<file path="src/rtl/adder_scheduler_if.sv">
// Request/response bundle for adder_scheduler.
// The req_chain wire is present only when ADDER_SCHED_CHAIN_EN is defined.
interface adder_scheduler_if #(
  parameter int WIDTH = 64,
  parameter int NREQ  = 4
) ();
  localparam int IDW = $clog2(NREQ);

  logic [NREQ-1:0]       req_valid;
  logic [NREQ-1:0]       req_ready;
  logic [NREQ*WIDTH-1:0] req_a;
  logic [NREQ*WIDTH-1:0] req_b;
  logic [NREQ-1:0]       req_cin;
  logic [NREQ-1:0]       req_signed;
`ifdef ADDER_SCHED_CHAIN_EN
  logic [NREQ-1:0]       req_chain;
`endif
  logic                  rsp_valid;
  logic                  rsp_ready;
  logic [IDW-1:0]        rsp_id;
  logic [WIDTH-1:0]      rsp_sum;
  logic                  rsp_cout;
  logic                  busy;

  // Requesters and the result consumer
  modport master (
    output req_valid, req_a, req_b, req_cin, req_signed,
`ifdef ADDER_SCHED_CHAIN_EN
    output req_chain,
`endif
    output rsp_ready,
    input  req_ready, rsp_valid, rsp_id, rsp_sum, rsp_cout, busy
  );

  // The scheduler itself
  modport slave (
    input  req_valid, req_a, req_b, req_cin, req_signed,
`ifdef ADDER_SCHED_CHAIN_EN
    input  req_chain,
`endif
    input  rsp_ready,
    output req_ready, rsp_valid, rsp_id, rsp_sum, rsp_cout, busy
  );
endinterface

</file>
<file path="src/rtl/adder_scheduler.sv">
// adder_scheduler: round-robin arbiter in front of one shared WIDTH-bit adder.
// Flow is IDLE (grant) -> EXEC (add, register result) -> RESP (hold until taken).
// Optional build macro ADDER_SCHED_CHAIN_EN adds per-requester carry chaining
// for multi-word additions (carry saved at each response handshake).
module adder_scheduler #(
  parameter int WIDTH = 64,
  parameter int NREQ  = 4
) (
  input  logic              clk,
  input  logic              rst_n,
  adder_scheduler_if.slave  bus
);
  localparam int IDW = $clog2(NREQ);

  localparam logic [1:0] ST_IDLE = 2'd0;
  localparam logic [1:0] ST_EXEC = 2'd1;
  localparam logic [1:0] ST_RESP = 2'd2;

  logic [1:0]       r_state;
  logic [IDW-1:0]   r_ptr;
  logic [WIDTH-1:0] r_a;
  logic [WIDTH-1:0] r_b;
  logic             r_cin;
  logic             r_signed;
  logic [IDW-1:0]   r_id;
  logic [WIDTH-1:0] r_sum;
  logic             r_cout;
  logic             r_rsp_valid;
  logic             r_busy;

  logic             w_found;
  logic [IDW-1:0]   w_grant;
  logic [IDW:0]     w_pos;
  logic [NREQ-1:0]  w_ready;
  logic             w_accept;
  logic             w_cin_sel;
  logic [WIDTH:0]   w_ext_a;
  logic [WIDTH:0]   w_ext_b;
  logic [WIDTH:0]   w_total;
  logic             w_rsp_hs;

`ifdef ADDER_SCHED_CHAIN_EN
  logic [NREQ-1:0]  r_carry;
`endif

  // Round-robin search starting at r_ptr, wrapping past NREQ-1 back to 0
  always_comb begin
    w_found = 1'b0;
    w_grant = '0;
    w_pos   = '0;
    for (int k = 0; k < NREQ; k++) begin
      w_pos = {1'b0, r_ptr} + (IDW+1)'(k);
      if (w_pos >= (IDW+1)'(NREQ)) begin
        w_pos = w_pos - (IDW+1)'(NREQ);
      end else begin
        w_pos = w_pos;
      end
      if (!w_found && bus.req_valid[w_pos[IDW-1:0]]) begin
        w_found = 1'b1;
        w_grant = w_pos[IDW-1:0];
      end else begin
        w_found = w_found;
      end
    end
  end

  // One-hot ready to the winner, only while idle and out of reset
  always_comb begin
    w_ready = '0;
    if ((r_state == ST_IDLE) && w_found && rst_n) begin
      w_ready[w_grant] = 1'b1;
    end else begin
      w_ready = '0;
    end
  end

  assign w_accept = |(bus.req_valid & w_ready);
  assign w_rsp_hs = (r_state == ST_RESP) && r_rsp_valid && bus.rsp_ready;

  // Carry-in selection: chained requesters take their saved carry instead of req_cin
  always_comb begin
`ifdef ADDER_SCHED_CHAIN_EN
    if (bus.req_chain[w_grant]) begin
      w_cin_sel = r_carry[w_grant];
    end else begin
      w_cin_sel = bus.req_cin[w_grant];
    end
`else
    w_cin_sel = bus.req_cin[w_grant];
`endif
  end

  // The single shared adder: operands extended by one bit (sign or zero) so the
  // top bit of the WIDTH+1 result is the carry-out in both modes
  always_comb begin
    w_ext_a = {r_signed & r_a[WIDTH-1], r_a};
    w_ext_b = {r_signed & r_b[WIDTH-1], r_b};
    w_total = w_ext_a + w_ext_b + {{WIDTH{1'b0}}, r_cin};
  end

  // Control FSM, operand capture and registered response
  always_ff @(posedge clk or negedge rst_n) begin
    if (!rst_n) begin
      r_state     <= ST_IDLE;
      r_ptr       <= '0;
      r_a         <= '0;
      r_b         <= '0;
      r_cin       <= 1'b0;
      r_signed    <= 1'b0;
      r_id        <= '0;
      r_sum       <= '0;
      r_cout      <= 1'b0;
      r_rsp_valid <= 1'b0;
      r_busy      <= 1'b0;
    end else begin
      case (r_state)
        ST_IDLE: begin
          if (w_accept) begin
            r_a      <= bus.req_a[w_grant*WIDTH +: WIDTH];
            r_b      <= bus.req_b[w_grant*WIDTH +: WIDTH];
            r_cin    <= w_cin_sel;
            r_signed <= bus.req_signed[w_grant];
            r_id     <= w_grant;
            r_ptr    <= (w_grant == IDW'(NREQ-1)) ? '0 : w_grant + IDW'(1);
            r_busy   <= 1'b1;
            r_state  <= ST_EXEC;
          end else begin
            r_state  <= ST_IDLE;
          end
        end
        ST_EXEC: begin
          r_sum       <= w_total[WIDTH-1:0];
          r_cout      <= w_total[WIDTH];
          r_rsp_valid <= 1'b1;
          r_state     <= ST_RESP;
        end
        ST_RESP: begin
          if (w_rsp_hs) begin
            r_rsp_valid <= 1'b0;
            r_busy      <= 1'b0;
            r_state     <= ST_IDLE;
          end else begin
            r_state     <= ST_RESP;
          end
        end
        default: begin
          r_rsp_valid <= 1'b0;
          r_busy      <= 1'b0;
          r_state     <= ST_IDLE;
        end
      endcase
    end
  end

`ifdef ADDER_SCHED_CHAIN_EN
  // Save the carry-out of each delivered result for that requester's next chained add
  always_ff @(posedge clk or negedge rst_n) begin
    if (!rst_n) begin
      r_carry <= '0;
    end else if (w_rsp_hs) begin
      r_carry[r_id] <= r_cout;
    end else begin
      r_carry <= r_carry;
    end
  end
`endif

  assign bus.req_ready = w_ready;
  assign bus.rsp_valid = r_rsp_valid;
  assign bus.rsp_id    = r_id;
  assign bus.rsp_sum   = r_sum;
  assign bus.rsp_cout  = r_cout;
  assign bus.busy      = r_busy;

endmodule

</file>
<file path="src/flat_wrapper.sv">
// flat-port wrapper written by rule: the top's interface ports become plain ports
module adder_scheduler_flat 
#(
  parameter int WIDTH = 64,
  parameter int NREQ  = 4
)
  (clk, rst_n, bus_req_valid, bus_req_a, bus_req_b, bus_req_cin, bus_req_signed, bus_rsp_ready, bus_req_ready, bus_rsp_valid, bus_rsp_id, bus_rsp_sum, bus_rsp_cout, bus_busy);
  adder_scheduler_if #(.WIDTH(WIDTH), .NREQ(NREQ)) bus_i ();
  input  logic clk;
  input  logic rst_n;
  input wire logic [$bits(bus_i.req_valid)-1:0] bus_req_valid;
  input wire logic [$bits(bus_i.req_a)-1:0] bus_req_a;
  input wire logic [$bits(bus_i.req_b)-1:0] bus_req_b;
  input wire logic [$bits(bus_i.req_cin)-1:0] bus_req_cin;
  input wire logic [$bits(bus_i.req_signed)-1:0] bus_req_signed;
  input wire logic [$bits(bus_i.rsp_ready)-1:0] bus_rsp_ready;
  output wire logic [$bits(bus_i.req_ready)-1:0] bus_req_ready;
  output wire logic [$bits(bus_i.rsp_valid)-1:0] bus_rsp_valid;
  output wire logic [$bits(bus_i.rsp_id)-1:0] bus_rsp_id;
  output wire logic [$bits(bus_i.rsp_sum)-1:0] bus_rsp_sum;
  output wire logic [$bits(bus_i.rsp_cout)-1:0] bus_rsp_cout;
  output wire logic [$bits(bus_i.busy)-1:0] bus_busy;
  assign bus_i.req_valid = bus_req_valid;
  assign bus_i.req_a = bus_req_a;
  assign bus_i.req_b = bus_req_b;
  assign bus_i.req_cin = bus_req_cin;
  assign bus_i.req_signed = bus_req_signed;
  assign bus_i.rsp_ready = bus_rsp_ready;
  assign bus_req_ready = bus_i.req_ready;
  assign bus_rsp_valid = bus_i.rsp_valid;
  assign bus_rsp_id = bus_i.rsp_id;
  assign bus_rsp_sum = bus_i.rsp_sum;
  assign bus_rsp_cout = bus_i.rsp_cout;
  assign bus_busy = bus_i.busy;
  adder_scheduler #(.WIDTH(WIDTH), .NREQ(NREQ)) u_core (.clk(clk), .rst_n(rst_n), .bus(bus_i));
endmodule
</file>
<file path="config.mk">
export PLATFORM = sky130hd
export DESIGN_NAME = adder_scheduler_flat
export DESIGN_NICKNAME = d
export VERILOG_FILES = /design/src/rtl/adder_scheduler_if.sv /design/src/rtl/adder_scheduler.sv /design/src/flat_wrapper.sv
export SDC_FILE = /design/constraint.sdc
export NUM_CORES = 1
export LEC_CHECK = 0
export CAP_MARGIN = 20
export CORE_AREA = 2 2 231 233
export CTS_CLUSTER_DIAMETER = 80
export DETAILED_ROUTE_END_ITERATION = 12
export DIE_AREA = 0 0 233 235
export GPL_ROUTABILITY_DRIVEN = 0
export SLEW_MARGIN = 20
export SYNTH_ARGS = -nofsm -noshare
export SYNTH_HDL_FRONTEND = slang
export SYNTH_SLANG_ARGS = --single-unit
</file>
<file path="constraint.sdc">
create_clock -name clk -period 3.7 [get_ports clk]
set_input_delay 0.37 -clock clk [delete_from_list [all_inputs] [get_ports clk]]
set_output_delay 0.37 -clock clk [all_outputs]
set_load 0.005 [all_outputs]
</file>
==> summary.md <==
| Metric | Value |
|---|---|
| Crit path time final | ~3500 ps |
| Worst setup SP type | flop |
| Top post-synthesis cells by area | dfrtp_1 33%, nand2_1 13%, o21ai_0 11% |
| DP HPWL | 46700 um |
| Clock sinks | about 200 |
| Worst Path Class, Setup | reg2reg |
| First-pass DRT Iterations | 5 |
| Congestion Overflow GR | 0 |
| Post-route ant nets | 0 |
| Syn Std Cell Area | about 15000 um^2 |
| Worst slack, placed | about 130 ps |
| Cell Count, Final, Fillers Out | around 3500 |
| Die ar. | about 55000 um^2 |
| Mux contribution to synthesized area | 0.000647 |
| Root buf cell | clkbuf_16 |
| Synth Area in Adders | 0.0568 |
| PD cells | approximately 260 nW/um^2 |
| RSZ-0062 raised after global routing | no |
| Die height | 235 um |
| Combinational family with the most area after synthesis | simple AND/OR/NAND/NOR gates |
| First-pass GRT wire length | between 90000 and 100000 um |
| Outcome | finished clean |
| Placement-stage cell area | 22100 um^2 |
| Setup slack, reg-to-reg | 190 ps |
| Min-delay src | u_core.bus.rsp_sum[42] |
| Clk buf depth | 3 |
| Clk slew on worst S/H paths | 60 ps |
| Die width | roughly 230 um |
| Fin. max-slew vios | 0 |
| Max Cap Viol | 0 |
| Initial antenna violation count | 0 |
| Simple-gate area share of the yosys netlist | 0.319 |
| Xor/xnor share of the synthesized area | 0.0295 |
| Port Buffers | between 500 and 600 |
| Number of synthesized flops with an enable pin | 0 |
| Site Rows | between 80 and 90 |
| Area Growth Syn to Fin | 48.6% |
| Vias in the first global route | 16727 |
| Worst Setup Slack, final | between 150 and 200 ps |
| Total power | 5.87 mW |
| Fin. Hold Viols | 0 |
| Synth warn | 0 |
| Layout cells sized above 1 | 0.0395 |
| Nets | around 3400 |
| Mapped Cells | approximately 2300 |
| # setup viols final | 0 |
| R2r endpoint | u_core.bus.rsp_sum[62] |
| Final Routed Wirelength | between 50000 and 60000 um |
| Crit path largest cell delay | 490 ps |
| GR Util All Layers | 0.206 |
| Synth Area in Compound Gates | 0.219 |
| Top cell family by delay on the critical path | compound AO/OA/AOI/OAI gates |
| Antenna Cells | 0 |
| Commonest cells post-synth | 541 x nand2_1, 442 x nor2_1, 347 x o21ai_0, 203 x dfrtp_1, 148 x nand3_1 |
| Cell taking the most area after synthesis | dfrtp_1 |
| Setup_tns | 0 ps |
| Largest net degree at the start of global routing | 143 |
| Crit path max fanout | 3 |
| Fin Clk Skew | between 10 and 15 ps |
| CP required | between 4000 and 5000 ps |
| Measured slew at the worst slew-check pin | between 900 and 1000 ps |
| Worst VDD drop | 0.247 mV |
| CP max stage cell | fa_1 |
| Post-synth top area share | 0.329 |
| Initial core utilization | 0.296 |
| Arrival time at the worst endpoint | roughly 4000 ps |
| Core ar. | 52200 um^2 |
| Top-count cell post-synth | nand2_1 |
| Crit Reg-Reg Startpoint | u_core.r_cin |
| Mapped Nets | 2887 |
| Average wire per standard cell | roughly 17 um |
| Fin area | between 20000 and 25000 um^2 |
| Depth of the worst register-to-register path | 11 |
| Post-DR vias/cell | about 5 |
| Max-slew headroom | 0.364 |
| Clk_lat worst skew | around 520 ps |
| Crit share post-route | 0.947 |
| Post-route DRC | 0 |
| Worst Hold Endpoint | u_core.bus.rsp_sum[42] |
| Worst hold stages | 2 |
| Register area share after synthesis | 0.329 |
| CP bufs+invs | 0 |
| Total CTS buffers | 25 |
| DP Cell Count | 3454 |
| Via Count | ~17000 |
| Crit path cell chain | fa_1 -> fa_2 -> a211oi_2 -> o21ai_1 -> a22oi_4 -> a31oi_1 -> a2bb2oi_2 -> a41o_1 -> a21oi_2 -> or4b_1 -> nand3_1 |
| H-tree depth | 1 |
| Num ports | 600 |
| Yosys cell types | 75 |
| Synth Flop Type | dfrtp_1 |
| Fmax | approximately 290 MHz |
| Mean post-synth cell area | 6.75 um^2 |
| Async S/R FF share, synth | 1.00 |
| CTS tree | yes |
| Leak | ~10 nW |
| Worst setup EP type | flop |
| Seq cells post-synth | about 200 |
| DR iter-0 viols | a little over 1000 |
| Worst Hold Class | reg2reg |
-- worst min-delay path, cell delays in order (launching register included) --
cell and delay (ps):
dfrtp_1 340, nand2_1 50, o21ai_0 60
-- placed cells by master, fill, tap and decap left out, types with 5 or more instances in the layout --
master and count:
o21a_1 11, buf_12 11, nand3_1 148, a21o_1 35
inv_1 20, a21oi_2 5, o21ai_1 7, ha_1 67
o211ai_1 6, a211o_1 6, nand4_1 24, a31oi_1 8
o21bai_1 11, xnor2_1 33, a21oi_1 80, nand2_1 539
clkdlybuf4s50_1 595, buf_4 32, nor2_1 442, nor3_1 19
o21ai_0 347, dfrtp_1 203, o31ai_1 6, xor2_1 19
clkbuf_1 5, clkbuf_16 25
-- state kept, by name, summed over array words and instances (netlist names) --
name,count
u_core.r_cin,1
u_core.r_state,2
u_core.bus.rsp_sum,64
u_core.bus.rsp_cout,1
u_core.bus.busy,1
u_core.bus.rsp_id,2
u_core.r_ptr,2
u_core.r_signed,1
u_core.bus.rsp_valid,1
u_core.r_a,64
u_core.r_b,64
-- how the worst max path moves through the flow --
stage	slack, ps	endpoint	depth (start not counted)	startpoint
after global placement	160	u_core.bus.rsp_cout	11	u_core.r_cin
after global routing	40	u_core.bus.rsp_cout	11	u_core.r_cin
after CTS	100	u_core.bus.rsp_sum[62]	11	u_core.r_cin
final	190	u_core.bus.rsp_sum[62]	11	u_core.r_cin
after detailed placement	130	u_core.bus.rsp_sum[62]	11	u_core.r_cin
after floorplan	460	u_core.bus.rsp_id[0]	17	bus_req_valid[0]
-- what timing repair did --
item,CTS,global route
hold endpoints to repair,38,0
endpoints found under the setup margin,0,2
hold buffers,1,0
gates resized for setup,0,1
setup buffers,0,0
-- report_power, final --
part	internal [mW]	switching [mW]
clock	1.44	0.984
combinational	0.688	0.528
sequential	2.22	0
total	4.35	1.51
-- per-stage QoR --
stage	hold slack, ps	utilization
after global routing	500	0.440
after global placement	464	0.424
after floorplan	74.4	-
final	475	0.440
after detailed placement	469	0.424
after CTS	483	0.440
-- cell families after synthesis --
| group | Yosys count |
|---|---|
| compound gates | 574 |
| xor+xnor | 52 |
| fa+ha+maj | 69 |
| buf+inv | 185 |
| flops | 203 |
| mux | 1 |
| simple gates | 1207 |
-- layer usage --
layer	part of all wire	vias to the layer above	global-route usage
li1	-	8763	-
met1	0.46	8023	0.279
met2	0.47	480	0.350
met3	0.062	45	0.0307
met4	0.013	0	0.0328
met5	0	-	0
-- final cells by class --
cell class	instances	area [um^2]
Clock inverter	11	121
Sequential cell	203	5080
Tap cell	688	861
Multi-Input combinational cell	1903	9690
Timing Repair Buffer	640	6440
Clock buffer	33	686
Inverter	21	86.3
Fill cell	5343	29300
(Power assumes the default switching activity.)
